$ cat src/rtl/m72_irq_ctrl.sv
// Interrupt controller for the V30/zet CPU in the M72 core. It handles NUM_IRQ
// sources with edge or level triggering, masking, fixed priority and nesting.
module m72_irq_ctrl #(
  parameter int         NUM_IRQ      = 8,
  parameter logic [7:0] VEC_BASE     = 8'h20,
  parameter bit         AEOI_DEFAULT = 1'b1
) (
  input  logic               CLK_32M,
  input  logic               reset_n,
  input  logic               CS,
  input  logic               IORD,
  input  logic               IOWR,
  input  logic [1:0]         A,
  input  logic [1:0]         BYTE_SEL,
  input  logic [15:0]        DIN,
  output logic [15:0]        DOUT,
  output logic               DOUT_VALID,
  input  logic [NUM_IRQ-1:0] IRQ,
  output logic               INT_RQ,
  input  logic               INT_ACK,
  output logic [15:0]        VECTOR,
  output logic               VECTOR_VALID
);

  typedef logic [NUM_IRQ-1:0] irq_vec_t;

  localparam logic [3:0] LAST_IDX = 4'(NUM_IRQ - 1);

  function automatic logic [3:0] lowest_idx(input irq_vec_t v);
    lowest_idx = 4'd0;
    for (int i = NUM_IRQ - 1; i >= 0; i--)
      if (v[i]) lowest_idx = 4'(i);
  endfunction

  function automatic irq_vec_t lowest_oh(input irq_vec_t v);
    lowest_oh = '0;
    for (int i = NUM_IRQ - 1; i >= 0; i--)
      if (v[i]) begin
        lowest_oh    = '0;
        lowest_oh[i] = 1'b1;
      end
  endfunction

  function automatic irq_vec_t lane_merge(input irq_vec_t old, input logic [15:0] d,
                                          input logic [1:0] bs);
    for (int i = 0; i < NUM_IRQ; i++)
      lane_merge[i] = bs[i >= 8] ? d[i] : old[i];
  endfunction

  irq_vec_t   irr, isr, imr, mode, irq_d;
  logic [7:0] base, vec_q;
  logic       aeoi, enable, ack_d, ack_active, int_rq;

  irq_vec_t   pend, win_oh, ack_clr, isr_set, eoi_clr, irr_nx, isr_nx;
  logic [3:0] win, isr_top, ack_idx;
  logic       rq_cond, ack_rise, ack_ok, wr, cmd;
  logic [15:0] rd_data;

  wire unused_din = ^DIN[14:10];

  always_comb begin
    // NOTE: every combinational output gets a default first so no latch is inferred.
    eoi_clr  = '0;
    wr       = CS & IOWR;
    cmd      = wr & (A == 2'd0) & BYTE_SEL[0];
    pend     = irr & ~imr;
    win      = lowest_idx(pend);
    win_oh   = lowest_oh(pend);
    isr_top  = lowest_idx(isr);
    rq_cond  = enable & (|pend) & (~|isr | (win < isr_top));
    ack_rise = INT_ACK & ~ack_d;
    ack_ok   = ack_rise & rq_cond;
    ack_idx  = ack_ok ? win : LAST_IDX;
    ack_clr  = ack_ok ? (win_oh & ~mode) : '0;
    isr_set  = (ack_ok & ~aeoi) ? win_oh : '0;

    if (cmd && DIN[15]) begin
      for (int i = 0; i < NUM_IRQ; i++)
        eoi_clr[i] = (DIN[3:0] == 4'(i));
    end else if (cmd && DIN[0]) begin
      eoi_clr = lowest_oh(isr);
    end

    // A fresh edge in the ack cycle wins over the ack's clear.
    irr_nx = (mode & IRQ) | (~mode & ((irr & ~ack_clr) | (IRQ & ~irq_d)));
    isr_nx = (isr & ~eoi_clr) | isr_set;

    unique case (A)
      2'd0:    rd_data = 16'(irr);
      2'd1:    rd_data = 16'(imr);
      2'd2:    rd_data = 16'(mode);
      default: rd_data = {6'd0, enable, aeoi, base};
    endcase
  end

  // NOTE: all state uses non-blocking assignments so every update sees pre-edge values.
  always_ff @(posedge CLK_32M or negedge reset_n) begin
    if (!reset_n) begin
      irr        <= '0;
      isr        <= '0;
      imr        <= '0;
      mode       <= '0;
      irq_d      <= '0;
      base       <= VEC_BASE;
      aeoi       <= AEOI_DEFAULT;
      enable     <= 1'b1;
      vec_q      <= 8'h00;
      ack_d      <= 1'b0;
      ack_active <= 1'b0;
      int_rq     <= 1'b0;
    end else begin
      irq_d <= IRQ;
      ack_d <= INT_ACK;
      irr   <= irr_nx;
      isr   <= isr_nx;

      if (wr && A == 2'd1) imr  <= lane_merge(imr, DIN, BYTE_SEL);
      if (wr && A == 2'd2) mode <= lane_merge(mode, DIN, BYTE_SEL);
      if (wr && A == 2'd3) begin
        if (BYTE_SEL[0]) base <= DIN[7:0];
        if (BYTE_SEL[1]) begin
          aeoi   <= DIN[8];
          enable <= DIN[9];
        end
      end

      if (ack_rise) begin
        ack_active <= 1'b1;
        vec_q      <= base + {4'h0, ack_idx};
      end else if (!INT_ACK) begin
        ack_active <= 1'b0;
      end

      int_rq <= ack_rise ? 1'b0 : rq_cond;
    end
  end

  // VECTOR_VALID stays combinational so an asynchronous reset drops it at once.
  assign VECTOR_VALID = INT_ACK & ack_active;
  assign VECTOR       = {8'h00, vec_q};
  assign INT_RQ       = int_rq;
  assign DOUT_VALID   = CS & IORD;
  assign DOUT         = DOUT_VALID ? rd_data : 16'h0000;

endmodule

$ cat config.mk
export PLATFORM = sky130hd
export DESIGN_NAME = m72_irq_ctrl
export DESIGN_NICKNAME = d
export VERILOG_FILES = /design/src/rtl/m72_irq_ctrl.sv
export SDC_FILE = /design/constraint.sdc
export NUM_CORES = 1
export LEC_CHECK = 0
export ABC_AREA = 1
export CORE_MARGIN = 4
export CORE_UTILIZATION = 55
export DETAILED_ROUTE_END_ITERATION = 10
export GPL_TIMING_DRIVEN = 1
export HOLD_SLACK_MARGIN = 0.08
export PLACE_DENSITY_LB_ADDON = 0.3
export SKIP_CTS_REPAIR_TIMING = 1
export SLEW_MARGIN = 0
export SYNTH_ARGS = -nofsm -noshare
export SYNTH_HDL_FRONTEND = slang
export SYNTH_SLANG_ARGS = --single-unit
$ cat constraint.sdc
create_clock -name CLK_32M -period 4.99 [get_ports CLK_32M]
set_clock_uncertainty 0.1 [all_clocks]
set_input_delay 0.998 -clock CLK_32M [delete_from_list [all_inputs] [get_ports CLK_32M]]
set_output_delay 0.998 -clock CLK_32M [all_outputs]
set_load 0.005 [all_outputs]
* Yosys cells after proc, flatten, opt, wreduce, memory -nomap -nowiden
Index checks and enable logic that the tools add are counted.
Storage, ports and cells: bits of input ports 34, register bits 61, output and inout port bits 35, logic and storage cells 109
Operators by class: bitwise logic cells 28, eq/ne operators 11, multiplexer cells 42, $lt $le $gt $ge 1, reduce and logical (&&, ||, !) cells 14, add/subtract/negate cells 1
Operators by type and width (number):
- 2-to-1 mux 8 bit | 20
- bitwise AND 8 bit | 7
- 2-to-1 mux 4 bit | 14
- inverter 8 bit | 5
- case mux 10 bit (3 select lines) | 1
- bitwise OR 8 bit | 3
- equality test 4 x 3 -> 1 bit (second input constant) | 4
- 2-to-1 mux 16 bit | 1
- OR reduction 8 bit | 2
- bitwise AND 1 bit | 10
- 2-to-1 mux 3 bit | 3
- adder 8 x 4 -> 8 bit | 1
- equality test 4 x 2 -> 1 bit (second input constant) | 2
- AND reduction 2 bit | 4
- logical AND 1 bit | 5
- equality test 2 bit (second input constant) | 2
- equality test 4 x 1 -> 1 bit (second input constant) | 1
- zero test 4 bit | 1
- < comparator 4 bit | 1
- 2-to-1 mux 1 bit | 3
- equality test 2 x 1 -> 1 bit (second input constant) | 1
- zero test 2 bit | 1
- != test 2 x 1 -> 1 bit (second input constant) | 1
- inverter 1 bit | 2
- 2 further kinds | 2

* Longest topological paths before layout
Gate-level depths: netlist of run 1.
depth after elaboration 20, gate-level depth with buffers 27, gate-level depth less buffers 27

* Least setup slack after synthesis of run 1
No wires, ideal clock.
path type register to register, start register imr[5], end register vec_q[7], library setup time 0.132 ns, period minus slack after synthesis 3.229 ns, path buffers 0, arrival 2.997 ns, required time 4.758 ns, path slack 1.761 ns, cell stages (with the launch flop) 27, cells stage by stage dfrtp_1 > nor2_1 > inv_1 > nand2_1 > inv_1 > a21oi_1 > nor2_1 > ha_1 > inv_1 > o21bai_1 > nand2_1 > nand2_1 > nand2_2 > nand2_4 > nand2_2 > nor2_2 > o21ai_1 > ha_1 > a21oi_1 > inv_1 > a31oi_1 > or2_1 > nor2_1 > and2_1 > nand2_1 > xor2_1 > o21ai_1
On the way: longest elaborated chain between the ends 14, elaborated cells on any way between the ends 16, those cells by class add/sub: 1; order compare: 1; mux: 7; bitwise: 6; reduce/logical: 1
RTL lines:
- start: declaration | line 50 | irq_vec_t irr, isr, imr, mode, irq_d;
- start signal: assignment | line 117 | if (wr && A == 2'd1) imr <= lane_merge(imr, DIN, BYTE_SEL);
- inverter 8 bit (*) | line 66 | pend = irr & ~imr;
- bitwise AND 8 bit (*) | line 66
- 2-to-1 mux 4 bit (6 in series) | line 32 | if (v[i]) lowest_idx = 4'(i);
- < comparator 4 bit | line 70 | rq_cond = enable & (|pend) & (~|isr | (win < isr_top));
- bitwise OR 1 bit | line 70
- bitwise AND 1 bit | line 70
- bitwise AND 1 bit | line 72 | ack_ok = ack_rise & rq_cond;
- 2-to-1 mux 4 bit (*) | line 73 | ack_idx = ack_ok ? win : LAST_IDX;
- adder 8 x 4 -> 8 bit (*) | line 129 | vec_q <= base + {4'h0, ack_idx};
- end signal: assignment | line 129
- end: declaration | line 51 | logic [7:0] base, vec_q;
Mark *: on every way between the ends. The rest lies on a longest branch, timed or not. A chain may end at the register's enable or synchronous reset.

* Worst setup path in the final report of run 1
start input A[1], end output DOUT[7]
On the way: longest elaborated chain between the ends 3, elaborated cells on any way between the ends 5, those cells by class eq/ne: 2; mux: 2; reduce/logical: 1
RTL lines:
- start: declaration | line 13 | input logic [1:0] A,
- equality test 2 bit (tied with other cells) | line 88 | unique case (A)
- case mux 10 bit (3 select lines) (*) | line 88
- 2-to-1 mux 16 bit (*) | line 143 | assign DOUT = DOUT_VALID ? rd_data : 16'h0000;
- end: declaration | line 16 | output logic [15:0] DOUT,
Marked as above.

==> results.md, run 1 <==
- Post-Layout Cell Count: 563
- Worst EP arrival: slightly above 3 ns
- Iter 0 DRT Violations: 190
- Worst-path fanout max: 12
- Clock latency on the worst-skew pair: 0.34 ns
- Syn_area_per_cell: 7.84 µm²
- Comb pwr share: 0.273
- Die ar.: 7430 µm²
- Worst min-delay path class: flop to flop
- Grt ovf: 0
- CP Capture Type: output pin
- Initial core utilization: 0.568
- DR DRC count: 0
- TritonCTS clock tree: yes
- GPL Wtd Cong: 0.962
- Root Driver: clkbuf_8
- I/O Pins: 69
- Placed Cells: 547
- Max rail drop VDD: 0.218 mV
- Final setup TNS: 0 ns
- Number of synthesized flops with an enable pin: 0
- MaxCap Viol Count: 0
- Pwr dens: around 400 nW/µm²
- Ratio of cells with drive above 1 in the final layout: 0.0758
- Drt wl/cell: 14.5 µm
- Clock Power Share: 0.328
- Drt pass-1 iters: 4
- Vias: 2995
- Sequential Power Share: 0.399
- Largest net degree at the start of global routing: 62
- Cell Area, Synth: between 3000 and 4000 µm²
- WS Path Type: input port to output pin
- Internal cell power: 1.13 mW
- H-tree levels: 3
- DR vias/cell: about 5.3
- Final Hold Fails: 0
- # diodes: 0
- Synth top area share: 0.432
- Die W: 86.2 µm
- CP max stage delay: 0.73 ns
- Seq/Total Area, Yosys: 0.455
- RSZ-0062 raised after global routing: false
- Slew margin rel.: 0.493
- Final setup viols: 0
- #FFs+latches synth: 61
- WL final: 8190 µm
- Cts bufs inserted: 9
- Most used DFF post-synth: dfrtp_1
- Cell count after synthesis: 429
- Slew Limit Fails: 0
- Row count: 28
- Reg-to-reg slack, setup: 1.18 ns
- Max Buffers Root-to-Sink: 2
- Detailed placement HPWL: 6110 µm
- Layout area overhead: 22.3%
- Top cells by count, synth: 99 x nand2_1, 65 x inv_1, 58 x dfrtp_1
- Worst-Margin Slew: around 0.76 ns
- Crit path cell chain: clkdlybuf4s50_1 -> nand2_1 -> inv_1 -> nand2_1 -> o2111ai_1 -> nand2_1 -> inv_1 -> clkdlybuf4s50_1
- First-pass GRT wire length: 13500 µm
- CORE AREA: 5920 µm²
- CP startpoint kind: input port
- Net Sw Frac: 0.319
- Port buffer count: between 40 and 50
- Slowest CP cell: clkdlybuf4s50_1
- Total Routing Usage GR: 0.235
- Async set or reset register ratio after synthesis: 1.00
- # nets final: around 520
- Tmin final: 4.21 ns
- Top post-synthesis cells by area: dfrtp_1 43%, nand2_1 11%, inv_1 7.3%
- # clock sinks: 61
- Period utilization: 0.843
- Final ANT Viol Nets: 0
- Die height: 86.2 µm
- Synth unique cells: 42
- Peak Freq: 0.238 GHz
- Power, Total: 1.66 mW
- Psw: 0.527 mW
- Most Frequent Cell on Critical Path: nand2_1
- Clk slew on worst S/H paths: 0.07 ns
- Status: finished, final reports clean
- P_leak: 2.03 nW
- Initial antenna violation count: 0
- CP required: 3.89 ns
- Synth warnings: 0
- Yosys top cell by area: dfrtp_1
- Vias in the first global route: 2933
- Count leader, synth: nand2_1
power groups by stage:
stage,clock [mW],sequential (mW),combinational (mW)
2_1_floorplan,0,0.652,0.302
3_3_place_gp,0,0.663,0.438
3_5_place_dp,0,0.666,0.453
4_1_cts,0.545,0.659,0.455
5_1_grt,0.570,0.674,0.519
6_report,0.542,0.661,0.452
registers in the layout, summed over array words and instances (netlist names):
signal	flops
base	8
imr	8
irq_d	8
irr	8
isr	8
mode	8
vec_q	8
INT_RQ	1
ack_active	1
ack_d	1
aeoi	1
enable	1
stage by stage:
stage	worst slack (ns)	area, µm²	hold slack (ns)	util
3_3_place_gp	0.835	3870	0.358	0.654
5_1_grt	0.655	4110	0.414	0.695
6_report	0.785	4110	0.384	0.695
4_1_cts	0.803	4110	0.392	0.695
2_1_floorplan	1.76	3410	0.344	-
3_5_place_dp	0.801	3870	0.372	0.654
routing by layer:
layer | share of wire | GRT usage | up-vias
li1 | - | - | 1476
met1 | 0.44 | 0.302 | 1427
met2 | 0.49 | 0.396 | 76
met3 | 0.052 | 0.0513 | 16
met4 | 0.017 | 0.0822 | 0
met5 | 0 | 0 | -
cell families after synthesis:
kind of cell	after synthesis	share of synthesized area
adder cells (fa/ha/maj)	6	0.0246
other	1	0.00112
AO/OA/AOI/OAI	90	0.164
buffers and inverters	91	0.118
flip-flops	61	0.455
AND/OR/NAND/NOR	178	0.233
XOR/XNOR	2	0.00521
path summary, 6_finish.rpt:
kind	start	end	depth (start not counted)
worst min-delay path	vec_q[3]	vec_q[3]	2
max in group asynchronous	reset_n	irr[1]	2
worst min register to register	vec_q[3]	vec_q[3]	2
worst max register to register	irr[0]	vec_q[7]	23
min in group asynchronous	reset_n	vec_q[5]	2
worst max-delay path	A[1]	DOUT[7]	8
critical path: cells and delay by family:
kind / cells / cell delay, ns
AOI/OAI and AO/OA: 1 / 0.09
buffers and inverters: 4 / 1.51
and+or+nand+nor: 3 / 0.50
layout by cell type (no fill, tap or decap), types with 4 or more instances in the layout:
cell	count
o21bai_1	8
nand3_1	7
clkbuf_8	10
conb_1	14
inv_1	65
nand4_1	10
nor3_1	8
ha_1	5
nor2_1	38
nand2_1	99
inv_2	4
a21oi_1	7
dfrtp_1	58
clkdlybuf4s50_1	48
o211ai_1	10
o21ai_0	48
cell type report:
class | count | area, µm²
inverter | 70 | 263
tap | 75 | 93.8
fill | 515 | 1810
timing repair buffer | 51 | 500
clock inverter | 4 | 95.1
clock buffer | 12 | 145
multi-input combinational | 290 | 1490
sequential | 61 | 1530
No activity file was read; power rests on OpenSTA's default activity.
==> inputs of run 2 (changes only) <==
--- a/config.mk
+++ b/config.mk
@@ -7,7 +7,7 @@
 export LEC_CHECK = 0
 export ABC_AREA = 1
 export CORE_MARGIN = 4
-export CORE_UTILIZATION = 55
+export CORE_UTILIZATION = 47
 export DETAILED_ROUTE_END_ITERATION = 10
 export GPL_TIMING_DRIVEN = 1
 export HOLD_SLACK_MARGIN = 0.08
==> constraint.sdc (replaced) <==
create_clock -name CLK_32M -period 3.8 [get_ports CLK_32M]
set_clock_uncertainty 0.1 [all_clocks]
set_input_delay 0.76 -clock CLK_32M [delete_from_list [all_inputs] [get_ports CLK_32M]]
set_output_delay 0.76 -clock CLK_32M [all_outputs]
set_load 0.005 [all_outputs]
==> run 2 against run 1 <==
- routed wire length increased by 4.6%
- clock-buffer cell count decreased by 2
- combinational power rose by 41%
- critical endpoint is now DOUT[3]
- non-clock buffer count rose by 7
- utilization down 7.9 points
- first-iteration DRC count down 25%
- register-to-register slack lost 0.89 ns
- global-route usage down 2.1 points
==> results.md, run 2 (synthesized netlist as in run 1, its figures left out) <==
- Hold path cells: 2 (unchanged)
- Die W: 92.6 µm (+7.4%)
- Vias: 3001 (+0.20%)
- Psw: 0.720 mW (+37%)
- Final Hold Fails: 0 (unchanged)
- Commonest non-fill, non-tap cell in the layout: nand2_1
- Initial antenna violation count: 0 (unchanged)
- Clock latency on the worst-skew pair: 0.35 ns (about the same)
- Final ANT Viol Nets: 0 (unchanged)
- Slew Limit Fails: 0 (unchanged)
- Reg-to-reg slack, setup: 0.29 ns (-0.89 ns)
- Period utilization: 0.935
- Final setup TNS: 0 ns (unchanged)
- Drt wl/cell: 14.5 µm (-0.40%)
- Vias in the first global route: 2986 (+1.8%)
- DR DRC count: 0 (unchanged)
- Grt ovf: 0 (unchanged)
- Initial core utilization: 0.490 (-0.0784)
- Util after Layout: 0.616 (-0.0790)
- Most frequent cells in the layout: 98 x nand2_1, 65 x inv_1, 58 x dfrtp_1
- Cts bufs inserted: 9 (unchanged)
- Detailed placement HPWL: 6430 µm (+5.3%)
- H-tree levels: 3 (unchanged)
- Tmin final: 3.55 ns
- Reg-to-reg critical path endpoint: vec_q[7]
- Worst min-delay path class: flop to flop
- Root Driver: clkbuf_8
- R2R Path Start: irr[3]
- Peak Freq: 0.281 GHz
- Drt pass-1 iters: 4 (unchanged)
- Largest net degree at the start of global routing: 52 (-16%)
- Worst EP arrival: 2.69 ns (-0.42 ns)
- Final setup viols: 0 (unchanged)
- First-pass GRT wire length: 14400 µm (+6.5%)
- Iter 0 DRT Violations: 142 (-25%)
- Status: finished, final reports clean
- Crit path cell chain: clkdlybuf4s50_1 -> inv_1 -> nand2_1 -> o211ai_1 -> o211ai_1 -> inv_1 -> clkdlybuf4s50_1
- Comb pwr share: 0.286 (+0.013)
- Internal cell power: 1.50 mW (+33%)
- Layout fillers: 644 (+25%)
- Net Sw Frac: 0.324 (+0.00529)
- Slew margin rel.: 0.247 (-0.246)
- CP Capture Type: output pin
- CORE AREA: 6870 µm² (+16%)
- Die height: 92.6 µm (+7.4%)
- Total Routing Usage GR: 0.215 (-0.0206)
- Sequential Power Share: 0.390 (-0.009)
- Max rail drop VDD: 0.316 mV (+45%)
- Ratio of cells with drive above 1 in the final layout: 0.109 (+0.0333)
- TritonCTS clock tree: yes
- WL final: 8560 µm (+4.6%)
- # clock sinks: 61 (unchanged)
- Clock Power Share: 0.324 (-0.004)
- CP max stage delay: 0.56 ns (-0.17 ns)
- Slowest CP cell: clkdlybuf4s50_1
- I/O Pins: 69 (unchanged)
- Clk slew on worst S/H paths: 0.07 ns (about the same)
- Max Buffers Root-to-Sink: 2 (unchanged)
- DR vias/cell: 5.08 (-4.5%)
- Row count: 30 (+7.1%)
- Worst-path fanout max: 8 (-4)
- Power, Total: 2.22 mW (+34%)
- Worst-Margin Slew: 1.13 ns (+0.369 ns)
- # diodes: 0 (unchanged)
- Pwr dens: 526 nW/µm² (+31%)
- Endpoint of the worst hold-timing path: vec_q[0]
- Port buffer count: 49 (unchanged)
- P_leak: 2.07 nW (+2.0%)
- CP required: 2.94 ns (-0.95 ns)
- WS Path Type: input port to output pin
- # nets final: 530 (+1.3%)
- CP startpoint kind: input port
- GPL Wtd Cong: 0.969 (+0.69%)
- Min-delay src: vec_q[0]
- Die ar.: 8570 µm² (+15%)
- Setup crit start: A[1]
- MaxCap Viol Count: 0 (unchanged)
- Reg2reg path depth: 23 (unchanged)
- Layout area overhead: 25.7%
## run 2: changes by cell type in the layout (fill, tap and decap cells not counted), sizes merged
cell	before	now
buf	3	10
inv	69	70
clkinv	2	3
clkbuf	12	10
## run 2: through the flow
stage	cell area, µm²	worst slack (ns)	hold slack (ns)	std cells
floorplan	3410	0.571	0.344	442
global placement	3950	0.275	0.360	575
detailed placement	3950	0.213	0.365	575
CTS	4200	0.194	0.383	591
global route	4230	-0.0203	0.421	591
finish	4230	0.247	0.379	591
## run 2: metal layers
metal  share of wire  vias up  global-route usage  wire length (µm)
met5               0        -                   0                 0
met4           0.023        0              0.0656               201
met3           0.054       19              0.0569               460
met2            0.50       69               0.356              4300
met1            0.42     1429               0.275              3600
li1                -     1484                   -                 -
## run 2: power groups by stage
stage,clock (mW),sequential (mW),combinational [mW]
after CTS,0.729,0.865,0.619
after detailed placement,0,0.875,0.614
final,0.720,0.867,0.636
after global placement,0,0.872,0.597
after global routing,0.761,0.883,0.723
after floorplan,0,0.856,0.396
## run 2: worst max-delay path, delay by kind of cell
family | cells | cell delay, ns
buf+inv | 4 | 1.30
compound gates | 2 | 0.41
simple gates | 1 | 0.21
## run 2: final cells by class
type                            count  area [µm²]  area share
Inverter                           70         263      0.0621
Clock inverter                      6         109      0.0257
Sequential cell                    61        1530       0.362
Multi-Input combinational cell    290        1520       0.359
Timing Repair Buffer               58         553       0.131
Clock buffer                       10         138      0.0325
Tap cell                           96         120      0.0284
## run 2: worst max-delay path by stage
stage | endpoint | slack (ns)
2_1_floorplan | vec_q[7] | 0.57
3_3_place_gp | DOUT[3] | 0.28
3_5_place_dp | vec_q[7] | 0.21
4_1_cts | vec_q[7] | 0.19
5_1_grt | vec_q[7] | -0.02
6_report | DOUT[3] | 0.25
==> variant: new RTL, settings of run 2 <==
Change the parameter `NUM_IRQ` from 8 to 7.
--- a/src/rtl/m72_irq_ctrl.sv
+++ b/src/rtl/m72_irq_ctrl.sv
@@ -1,7 +1,7 @@
 // Interrupt controller for the V30/zet CPU in the M72 core. It handles NUM_IRQ
 // sources with edge or level triggering, masking, fixed priority and nesting.
 module m72_irq_ctrl #(
-  parameter int         NUM_IRQ      = 8,
+  parameter int         NUM_IRQ      = 7,
   parameter logic [7:0] VEC_BASE     = 8'h20,
   parameter bit         AEOI_DEFAULT = 1'b1
 ) (
Interface: changed (resized IRQ); port bits go from 69 to 68. No check against the original RTL was run, so the function may have changed too.
==> variant against run 2 <==
- combinational power increased by 2%
- hold slack got worse by 14 ps
- die area decreased by 6.2%
- power down 12%
- clock power shrank 36%
- area after synthesis decreased by 6.8%
- setup slack improved by 4.6 ps
- sequential power shrank 2.7%
- sequential cell count fell by 5
- wire length shrank 14%
- design area down 11%
- non-clock buffer count shrank 5
- core utilization decreased by 2.7 points
==> variant: results (changes against run 2) <==
Clock network
  – Clock Tree Buf Depth: 2 (unchanged)
  – Reg clk slew, reported paths: 100 ps (+30 ps)
  – Clock Latency Late Sink: 310 ps (-40 ps)
  – H-tree depth: 2 (-1)
  – Root buf cell: clkbuf_8
  – TritonCTS Buffers: 5 (-4)

Setup path
  – Worst path slowest cell: clkdlybuf4s50_1
  – CP max stage delay: 590 ps (+30 ps)
  – Critical path peak fanout: 9 (+1)
  – Worst Reg2Reg Path Length in Cells: 26 (+13%)
  – Worst EP arrival: 2690 ps (about the same)

Global route
  – First-pass GRT wire length: 12.0 mm (-17%)
  – Vias in the first global route: 2448 (-18%)
  – Initial antenna violation count: 0 (unchanged)
  – Total GRT Usage: 0.194 (-0.0213)
  – Largest net degree at the start of global routing: 30 (-42%)

Placed design
  – DP Area: 3650 um2 (-7.7%)
  – DP HPWL: 5.76 mm (-10%)
  – RD Place Congestion: 0.912 (-5.9%)
  – IO buf count: 48 (-2.0%)

Power
  – Pleak: 1.86 nW (-10%)
  – Max IR drop VDD: 217 uV (-31%)

Yosys
  – YS warnings: 0 (unchanged)
  – Synth cell count leaders: nand2_1, inv_1, dfrtp_1, o21ai_0, nor2_1
  – Area contributors post-synth: dfrtp_1, nand2_1, o21ai_0, inv_1, nor2_1
  – Netlist cell types: 43 (+2.4%)
  – Post-synthesis mux area share: 0.00359 (+0.00359)
  – Compound-Gate Fraction of Synth Area: 0.148 (-0.0152)
  – XOR/XNOR Fraction of Synth Area: 0.00559 (+0.000378)
  – Register area share after synthesis: 0.448 (-0.00686)
  – Asr flop ratio synth: 1.00 (unchanged)
  – Adder-Cell Fraction of Synth Area: 0.0263 (+0.00178)

Finish
  – Biggest regs: base (8), vec_q (8)
  – Layout cell share with drive strength beyond 1: 0.0889 (-0.0202)
  – Fillers: 584 (-9.3%)
  – Final nets: 488 (-7.9%)
  – Diodes inserted: 0 (unchanged)

Route
  – 1st-pass router iterations: 5 (+1)
  – DRT Wirelength: 7.32 mm (-14%)
  – Vias: 2675 (-11%)
  – Starting DRT DRC Count: 192 (+35%)

Min path
  – Worst hold-check path type: input port to asynchronous set/reset pin

Timing
  – Least-Margin Pin Slew: 649 ps (-480 ps)
  – FMAX: 282 MHz (+0.13%)

Status
  – Status: completed
## variant: cell count changes after synthesis, moves of 4 or more
cell and change:
nor3_1 -4, dfrtp_1 -5, a31oi_1 +4, inv_1 -9, nand3_1 +4, nand2_1 -7
## variant: kinds of logic (layout without fill, tap and decap cells)
family          Yosys count  in the layout
buf+inv                  84            124
flops                    56             56
xor+xnor                  2              2
fa+ha+maj                 6              6
other cells               1             14
compound gates           78             78
mux                       1              1
simple gates            169            169
## variant: final timing paths
| kind | start | to | slack [ps] |
|---|---|---|---|
| setup / recovery | A[1] | DOUT[2] | 250 |
| hold / removal | reset_n | imr[1]$_DFFE_PN0P_ | 370 |
| setup reg to reg | irr[5]$_DFF_PN0_ | vec_q[7]$_DFFE_PN0P_ | 440 |
| hold reg to reg | vec_q[1]$_DFFE_PN0P_ | vec_q[1]$_DFFE_PN0P_ | 380 |
| max in group asynchronous | reset_n | base[5]$_DFFE_PN1P_ | 2380 |
| min in group CLK_32M | vec_q[1]$_DFFE_PN0P_ | vec_q[1]$_DFFE_PN0P_ | 380 |
## variant: where the power goes
group	switching, mW	total, mW	internal (mW)
sequential	0.116	0.844	0.728
clock	0.195	0.458	0.264
combinational	0.376	0.646	0.270
total	0.687	1.95	1.26
## variant: area by class of cell
class	count	area [um2]	area share
Timing Repair Buffer	53	513	0.136
Clock inverter	2	60.1	0.0159
Sequential cell	56	1410	0.372
Tap cell	77	96.3	0.0255
Clock buffer	6	72.6	0.0192
Multi-Input combinational cell	270	1390	0.368
Inverter	63	244	0.0645
## variant: layer usage
metal,track usage,routed length (um),up-vias
li1,-,-,1358
met1,0.262,3290,1223
met2,0.328,3550,80
met3,0.0310,352,14
met4,0.0406,131,0
met5,0,0,-
## variant: metrics by stage
stage	hold WS, ps	instances	total power [mW]	util	setup WS [ps]
after floorplan	344	410	1.27	-	806
after global placement	352	519	1.48	0.568	242
after detailed placement	362	519	1.50	0.568	240
after CTS	387	527	1.96	0.588	234
after global routing	410	527	2.09	0.589	21.1
final	365	527	1.95	0.589	252
## variant: worst max-delay path, delay by kind of cell
| family | cells | cell delay, ps |
|---|---|---|
| AO/OA/AOI/OAI | 2 | 370 |
| buffers and inverters | 4 | 1260 |
| AND/OR/NAND/NOR | 1 | 290 |
